[src/rtl/truth_table_sequencer_pkg.sv]
// Shared constants and FSM state encoding for the truth-table sequencer.
// States are plain logic constants so legacy tools without enum support can consume them.
package truth_table_sequencer_pkg;

    localparam int unsigned VEC_COUNT = 16;
    localparam int unsigned IDX_W     = 4;
    localparam int unsigned CNT_W     = 5;

    typedef logic [1:0] state_t;

    localparam state_t StIdle   = 2'd0;
    localparam state_t StSettle = 2'd1;
    localparam state_t StSample = 2'd2;
    localparam state_t StDone   = 2'd3;

endpackage

[src/rtl/truth_table_sequencer_settle_timer.sv]
// settle_timer: 4-bit loadable down-counter with a zero flag.
// The counter parks at zero; a load always wins over the decrement.
module settle_timer (
    input  logic       clk,
    input  logic       rst_n,
    input  logic       load,
    input  logic [3:0] load_val,
    output logic       zero
);

    logic [3:0] cnt_q;
    logic [3:0] cnt_d;

    always_comb begin
        cnt_d = cnt_q;
        if (load) begin
            cnt_d = load_val;
        end else if (cnt_q != 4'd0) begin
            cnt_d = cnt_q - 4'd1;
        end
    end

    always_ff @(posedge clk) begin
        if (!rst_n) begin
            cnt_q <= 4'd0;
        end else begin
            cnt_q <= cnt_d;
        end
    end

    assign zero = (cnt_q == 4'd0);

endmodule

[src/rtl/truth_table_sequencer.sv]
// Sweeps a 4-input function unit through all 16 vectors, samples f after a settle
// delay and compares against a latched golden truth table.
module truth_table_sequencer
    import truth_table_sequencer_pkg::*;
#(
    parameter int unsigned SETTLE_CYCLES = 2
) (
    input  logic        clk,
    input  logic        rst_n,
    input  logic        start,
    input  logic        abort,
    input  logic [15:0] expected,
    input  logic        f,
    output logic        a,
    output logic        b,
    output logic        c,
    output logic        d,
    output logic        busy,
    output logic        done,
    output logic        pass,
    output logic [15:0] result,
    output logic [4:0]  err_cnt,
    output logic [3:0]  first_fail,
    output logic        fail_valid
);

    // The timer counts down to zero inclusive, so it is loaded with one less than the wait.
    localparam logic [3:0] SettleLoad = (SETTLE_CYCLES == 0) ? 4'd0 : 4'(SETTLE_CYCLES - 1);
    localparam state_t     NextVecSt  = (SETTLE_CYCLES == 0) ? StSample : StSettle;

    state_t             state_q, state_d;
    logic [IDX_W-1:0]   idx_q, idx_d;
    logic [15:0]        exp_q, exp_d;
    logic [15:0]        result_q, result_d;
    logic [CNT_W-1:0]   err_q, err_d;
    logic [IDX_W-1:0]   first_fail_q, first_fail_d;
    logic               fail_valid_q, fail_valid_d;
    logic               pass_q, pass_d;
    logic               done_q, done_d;

    logic               timer_load;
    logic               timer_zero;

    settle_timer u_settle_timer (
        .clk      (clk),
        .rst_n    (rst_n),
        .load     (timer_load),
        .load_val (SettleLoad),
        .zero     (timer_zero)
    );

    always_comb begin
        state_d      = state_q;
        idx_d        = idx_q;
        exp_d        = exp_q;
        result_d     = result_q;
        err_d        = err_q;
        first_fail_d = first_fail_q;
        fail_valid_d = fail_valid_q;
        pass_d       = pass_q;
        done_d       = 1'b0;
        timer_load   = 1'b0;

        case (state_q)
            StIdle: begin
                if (start && !abort) begin
                    exp_d        = expected;
                    result_d     = 16'd0;
                    err_d        = '0;
                    first_fail_d = '0;
                    fail_valid_d = 1'b0;
                    pass_d       = 1'b0;
                    idx_d        = '0;
                    state_d      = NextVecSt;
                    timer_load   = 1'b1;
                end
            end

            StSettle: begin
                if (abort) begin
                    state_d = StIdle;
                    idx_d   = '0;
                    pass_d  = 1'b0;
                end else if (timer_zero) begin
                    state_d = StSample;
                end
            end

            StSample: begin
                if (abort) begin
                    state_d = StIdle;
                    idx_d   = '0;
                    pass_d  = 1'b0;
                end else begin
                    result_d[idx_q] = f;
                    if (f != exp_q[idx_q]) begin
                        if (err_q != CNT_W'(VEC_COUNT)) begin
                            err_d = err_q + CNT_W'(1);
                        end
                        if (!fail_valid_q) begin
                            first_fail_d = idx_q;
                            fail_valid_d = 1'b1;
                        end
                    end
                    if (idx_q == IDX_W'(VEC_COUNT - 1)) begin
                        state_d = StDone;
                        idx_d   = '0;
                    end else begin
                        state_d    = NextVecSt;
                        idx_d      = idx_q + IDX_W'(1);
                        timer_load = 1'b1;
                    end
                end
            end

            StDone: begin
                // done and pass register on the exit edge, landing 16*(SETTLE_CYCLES+1)+1
                // edges after the accepting edge.
                done_d  = 1'b1;
                pass_d  = (err_q == '0);
                state_d = StIdle;
            end

            default: begin
                state_d = StIdle;
                idx_d   = '0;
            end
        endcase
    end

    always_ff @(posedge clk) begin
        if (!rst_n) begin
            state_q      <= StIdle;
            idx_q        <= '0;
            exp_q        <= 16'd0;
            result_q     <= 16'd0;
            err_q        <= '0;
            first_fail_q <= '0;
            fail_valid_q <= 1'b0;
            pass_q       <= 1'b0;
            done_q       <= 1'b0;
        end else begin
            state_q      <= state_d;
            idx_q        <= idx_d;
            exp_q        <= exp_d;
            result_q     <= result_d;
            err_q        <= err_d;
            first_fail_q <= first_fail_d;
            fail_valid_q <= fail_valid_d;
            pass_q       <= pass_d;
            done_q       <= done_d;
        end
    end

    assign a          = idx_q[3];
    assign b          = idx_q[2];
    assign c          = idx_q[1];
    assign d          = idx_q[0];
    assign busy       = (state_q == StSettle) || (state_q == StSample);
    assign done       = done_q;
    assign pass       = pass_q;
    assign result     = result_q;
    assign err_cnt    = err_q;
    assign first_fail = first_fail_q;
    assign fail_valid = fail_valid_q;

endmodule

[config.mk]
export PLATFORM = sky130hd
export DESIGN_NAME = truth_table_sequencer
export DESIGN_NICKNAME = d
export VERILOG_FILES = /design/src/rtl/truth_table_sequencer_pkg.sv /design/src/rtl/truth_table_sequencer_settle_timer.sv /design/src/rtl/truth_table_sequencer.sv
export SDC_FILE = /design/constraint.sdc
export NUM_CORES = 1
export LEC_CHECK = 0
export CORE_MARGIN = 1.5
export CORE_UTILIZATION = 35
export CTS_CLUSTER_DIAMETER = 60
export DETAILED_ROUTE_END_ITERATION = 16
export DONT_BUFFER_PORTS = 1
export GPL_TIMING_DRIVEN = 0
export MAX_ROUTING_LAYER = met4
export PLACE_DENSITY = 0.62
export RECOVER_POWER = 50
export SYNTH_ARGS = -nofsm -noshare
export SYNTH_HDL_FRONTEND = slang
export SYNTH_SLANG_ARGS = --single-unit
[constraint.sdc]
create_clock -name clk -period 2.3 [get_ports clk]
set_input_delay 0.575 -clock clk [delete_from_list [all_inputs] [get_ports clk]]
set_output_delay 0.575 -clock clk [all_outputs]
set_load 0.01 [all_outputs]
* Yosys cells after proc, flatten, opt, wreduce, memory -nomap -nowiden *
Index checks and enable logic that the tools add are counted.

cells by class
  add/sub/neg operators = 3
  $lt $le $gt $ge = 2
  eq/ne operators = 14
  muxes and demuxes = 41
  bitwise gates (word level) = 1
  reductions and logical operators = 21

operators with widths
  kind                                                number
  2-to-1 mux 16 bit                                   2
  one-hot mux 16 bit (2 select lines)                 1
  2-to-1 mux 4 bit                                    7
  2-to-1 mux 5 bit                                    4
  bitwise mux 16 bit                                  1
  2-to-1 mux 1 bit                                    12
  != test 2 bit, second input constant                6
  one-hot mux 4 bit (3 select lines)                  1
  2-to-1 mux 2 bit                                    5
  one-hot mux 5 bit (2 select lines)                  1
  AND reduction 5 bit                                 2
  one-hot mux 2 bit (4 select lines)                  1
  one-hot mux 4 bit (2 select lines)                  1
  AND reduction 2 bit                                 3
  AND reduction 3 bit                                 2
  adder 5 x 1 -> 5 bit, second input constant         1
  logical NOT 5 bit                                   1
  < comparator 4 x 5 -> 1 bit, second input constant  1
  != test 5 bit, second input constant                1
  adder 4 x 1 -> 4 bit, second input constant         1
  binary-select mux 1 bit (select 4 bit)              1
  demux 1 bit (select 4 bit)                          1
  == test 2 bit, second input constant                2
  == test 4 bit, second input constant                1
  19 further kinds                                    23

storage, ports and cells
  bits in registers = 54
  output and inout port bits = 33
  logic and storage cells = 93

* Depth between registers and ports, before layout *
  depth in word-level cells = 7
  depth in mapped cells = 10

* Modules after synthesis *
From an unflattened synthesis, not the netlist that was laid out.

second synthesis, totals
  cell total of the unflattened synthesis = 322
  area total of the unflattened synthesis = 2832.7 µm²

modules (own cells, without submodules)
  module                 instances  cells an instance  area each (µm²)  sequential area each (µm²)
  truth_table_sequencer  1          299                2602.5           1001.0
  settle_timer           1          23                 230.2            80.1

* Worst setup path before layout *
OpenSTA, ideal clock, no wires.

  path kind = register to register
  start point = reg idx_q[1]
  end point = reg err_q[0] (netlist: err_cnt[0])
  data arrival time = 2504 ps
  required time = 2234 ps
  setup slack = -270 ps
  cell stages (with the launch flop) = 7
  path buffers = 1
  cells stage by stage = dfxtp_1 buf_6 mux4_1 mux4_2 xnor2_2 or4b_2 a21boi_2

between the ends
  longest elaborated chain between the ends = 5

ends and longest elaborated chain
  element                                 line                          source
  start: declaration                      truth_table_sequencer.sv:32   logic [IDX_W-1:0] idx_q, idx_d;
  start signal: assignment                truth_table_sequencer.sv:144  idx_q <= idx_d;
  binary-select mux 1 bit (select 4 bit)  truth_table_sequencer.sv:96   if (f != exp_q[idx_q]) begin
  2-to-1 mux 1 bit (implied by the code)  truth_table_sequencer.sv:96
  != test 1 bit                           truth_table_sequencer.sv:96
  != test 2 bit (no line)                 n/a
  AND reduction 5 bit (no line)           n/a
  end signal: assignment                  truth_table_sequencer.sv:147  err_q <= err_d;
  end: declaration                        truth_table_sequencer.sv:35   logic [CNT_W-1:0] err_q, err_d;

Every way passes these cells. The select of a mux whose other input is x is not followed.
A chain may end at the register's enable or synchronous reset.

* Worst setup path after layout *
  start point = reg idx_q[1]
  end point = reg err_q[2] (netlist: err_cnt[2])

Same word-level chain as after synthesis.

==> impl_metrics.toml <==
[worst_setup_path]
r2r_start = "idx_q[1]"
slowest_delay_ps = 520
worstRegToRegCells = 7
rr_endpoint = "err_cnt[2]"
path_cells = "buf_8 > mux4_2 > mux4_2 > xnor2_2 > buf_6 > or4_4 > a21oi_2"
cpMaxStageDelayCell = "mux4_2"
critPathKind = "reg2reg"
cp-end-kind = "register"
cp_num_buf_inv = 2
arrival_ps = 2810
worstSetupStartpointType = "register"
crit_required_ps = 2550
r2r_slack_ps = -260
critPathTopFamily = "multiplexers"
path_max_fanout = 6
cpMostUsedCell = "mux4_2"

[synthesis]
synth-seq-area-share_pct = 38.45
syn_area_per_cell_um2 = 8.841
synth_fp_nets = 351
synth_seq_cells = 54
synthMuxAreaShare_pct = 10.73
synth_fa_ha_area_share_pct = 5.340
synth-warning-count = 0
synth_simple_gate_area_share_pct = 23.59
synth_top_family_by_area = "simple AND/OR/NAND/NOR gates"
synth_compound_area_share_pct = 14.86
synth_xor_area_share_pct = 1.513
synthDistinctLibCells = 46
async_flop_share_pct = 0
synth_ff_type = "dfxtp_1"
synth_edf_count = 0
syn_inst = 318
syn_area_um2 = 2811

[global_routing]
grt_max_degree = 19
antenna_found_initial = 0
grt_overflow = 0
grt_pass1_wl_mm = 11.15
grt_pass1_vias = 2268
track_usage_pct = 17.15

[job]
drv_cap = 0

[cts]
clkSlewWorstSetupHoldPaths_ps = 110
clockBufferDepth = 2
clock_latency_ps = 320
tritoncts = "built"
clockRootBuffer = "clkbuf_8"
cts_inserted_buffers = 5
clkSinkCount = 54
h-tree-depth = 2

[timing]
min_period_ps = 2558
min_period_over_period_pct = 111.2
drv_slew = 0
skew_ps = 8.140
fin_setup_tns_ps = -1655
worstMarginPinSlew_ps = 655.7
hold_viol = 0
rsz0062_at_grt = "yes"
setup_viol = 10
fin_ws_ps = -257.8
max_freq_mhz = 391.0
slew_headroom_pct = 55.92

[power]
p_int_w = 0.001414
clockPowerShare_pct = 27.2
p_seq_share_pct = 49.9
combPwrFrac_pct = 22.8
sw_frac_of_total_pct = 31.68
p_leak_nw = 1.083
ir_drop_uv = 278.0
p_sw_w = 0.0006560
power_density_nw_per_um2 = 668.1
finalPower_w = 0.002070

[finish]
syn_to_final_growth_pct = 10.24
final_cell_mix = "dfxtp_1, nand2_1, nand3_1"
diodes = 0
design_area_um2 = 3099
mostFrequentLayoutCell = "dfxtp_1"
multi_input_area_um2 = 1613
ff_latch_area_um2 = 1085
drive_above_1_share_pct = 14.07
nets = 359
fillers = 816

[status]
status = "finished with violations"
violations = "setup timing"

[placed_design]
placed_area_um2 = 2943
dpl.hpwl_mm = 5.009
routabilityCongestion = 0.7847
io_buffers = 0

[route]
antenna_left = 0
first_iter_violations = 124
drt-total-wl_mm = 6.794
vias = 2294
via_per_inst = 5.347
route.detailed.drc = 0
wire_per_inst_um = 15.84
drt-pass1-iter-count = 4

[die]
start_util_pct = 36.20
fp.dieH_um = 92.63
coreArea_um2 = 7767
rows = 32
dieWidth_um = 92.63
io_pins = 54
die_area_um2 = 8579

[hold_path]
hold_class = "in2reg"
hp-start = "expected[11]"
min_delay_path_depth = 2
min_to = "exp_q[11]"
## worst max-delay path by stage
stage | end | startpoint | slack [ps] | depth (start not counted)
floorplan | err_cnt[2] | idx_q[1] | -100 | 7
global placement | err_cnt[2] | idx_q[2] | -330 | 7
detailed placement | err_cnt[2] | idx_q[2] | -360 | 7
CTS | err_cnt[2] | idx_q[1] | -280 | 7
global route | err_cnt[2] | idx_q[1] | -340 | 7
finish | err_cnt[2] | idx_q[1] | -260 | 7
## logic make-up after synthesis
kind of cell	after synthesis
AO/OA/AOI/OAI	58
adder cells (fa/ha/maj)	12
flip-flops	54
AND/OR/NAND/NOR	133
XOR/XNOR	4
buffers and inverters	35
multiplexers	22
## power by group through the flow
| stage | registers, W | clock network [W] | logic (W) |
|---|---|---|---|
| after floorplan | 0.00105 | 0 | 0.000369 |
| after global placement | 0.00105 | 0 | 0.000444 |
| after detailed placement | 0.00106 | 0 | 0.000452 |
| after CTS | 0.00103 | 0.000574 | 0.000464 |
| after global routing | 0.00104 | 0.000620 | 0.000534 |
| final | 0.00103 | 0.000564 | 0.000473 |
## flip-flops by register name (all words and copies together), names as in the netlist
register              cells
exp_q                    16
state_q                   2
done                      1
err_cnt                   5
first_fail                4
u_settle_timer.cnt_q      4
result                   16
pass                      1
fail_valid                1
idx_q                     4
## stage by stage
stage          setup WS (ps)  util, %  hold slack [ps]  std cells
6_report              -257.8    39.90            374.6        429
5_1_grt               -343.6    39.90            372.5        429
4_1_cts               -280.2    39.59            373.0        430
3_5_place_dp          -361.6    37.89            445.6        420
3_3_place_gp          -332.8    37.89            439.9        420
2_1_floorplan         -101.9        -            431.9        318
## synth_stat cells (3+ instances only)
cell	instances	share of area [%]
a21boi_1	22	5.9
a21oi_1	6	1.1
a22oi_1	11	2.9
and2_1	5	1.1
clkbuf_1	20	2.7
dfxtp_1	54	38
ha_1	12	5.3
inv_1	9	1.2
mux2_2	9	3.6
mux2i_1	8	2.8
mux4_2	3	2.4
nand2_1	52	6.9
nand3_1	26	4.6
nand4_1	5	1.1
nor2_1	9	1.2
nor2b_1	17	3.8
o21ai_0	5	0.89
o31ai_1	4	1.1
or3_1	3	0.67
or4_1	3	0.80
xnor2_1	3	0.93
## worst register-to-register path, stage by stage (launching register included)
cell and delay [ps]:
dfxtp_4 410, buf_8 140, mux4_2 500, mux4_2 520, xnor2_2 180, buf_6 150, or4_4 470, a21oi_2 120
## routing by layer
metal  global-route usage (%)  up-vias  wire length (um)
li1                         -     1124                 -
met1                    20.68     1126              2973
met2                    27.39       40              3327
met3                    4.926        4               438
met4                    6.061        0                53
met5                        -        -                 0
## what timing repair did
| action | CTS | global route |
|---|---|---|
| gates cloned | 0 | 0 |
| hold buffers | 0 | 0 |
| pin swaps | 2 | 3 |
| setup endpoints to repair | 21 | 19 |
| gates resized for setup | 6 | 6 |
| hold endpoints to repair | 0 | 0 |
| setup buffers | 3 | 0 |
## cell type report
cell class	instances	area share, %
Clock inverter	3	0.8074
Timing Repair Buffer	3	0.7267
Inverter	10	1.211
Multi-Input combinational cell	229	52.04
Buffer	23	3.876
Clock buffer	5	2.220
Sequential cell	54	35.00
Tap cell	102	4.118
Note: power is estimated with default switching activity, not from simulation.
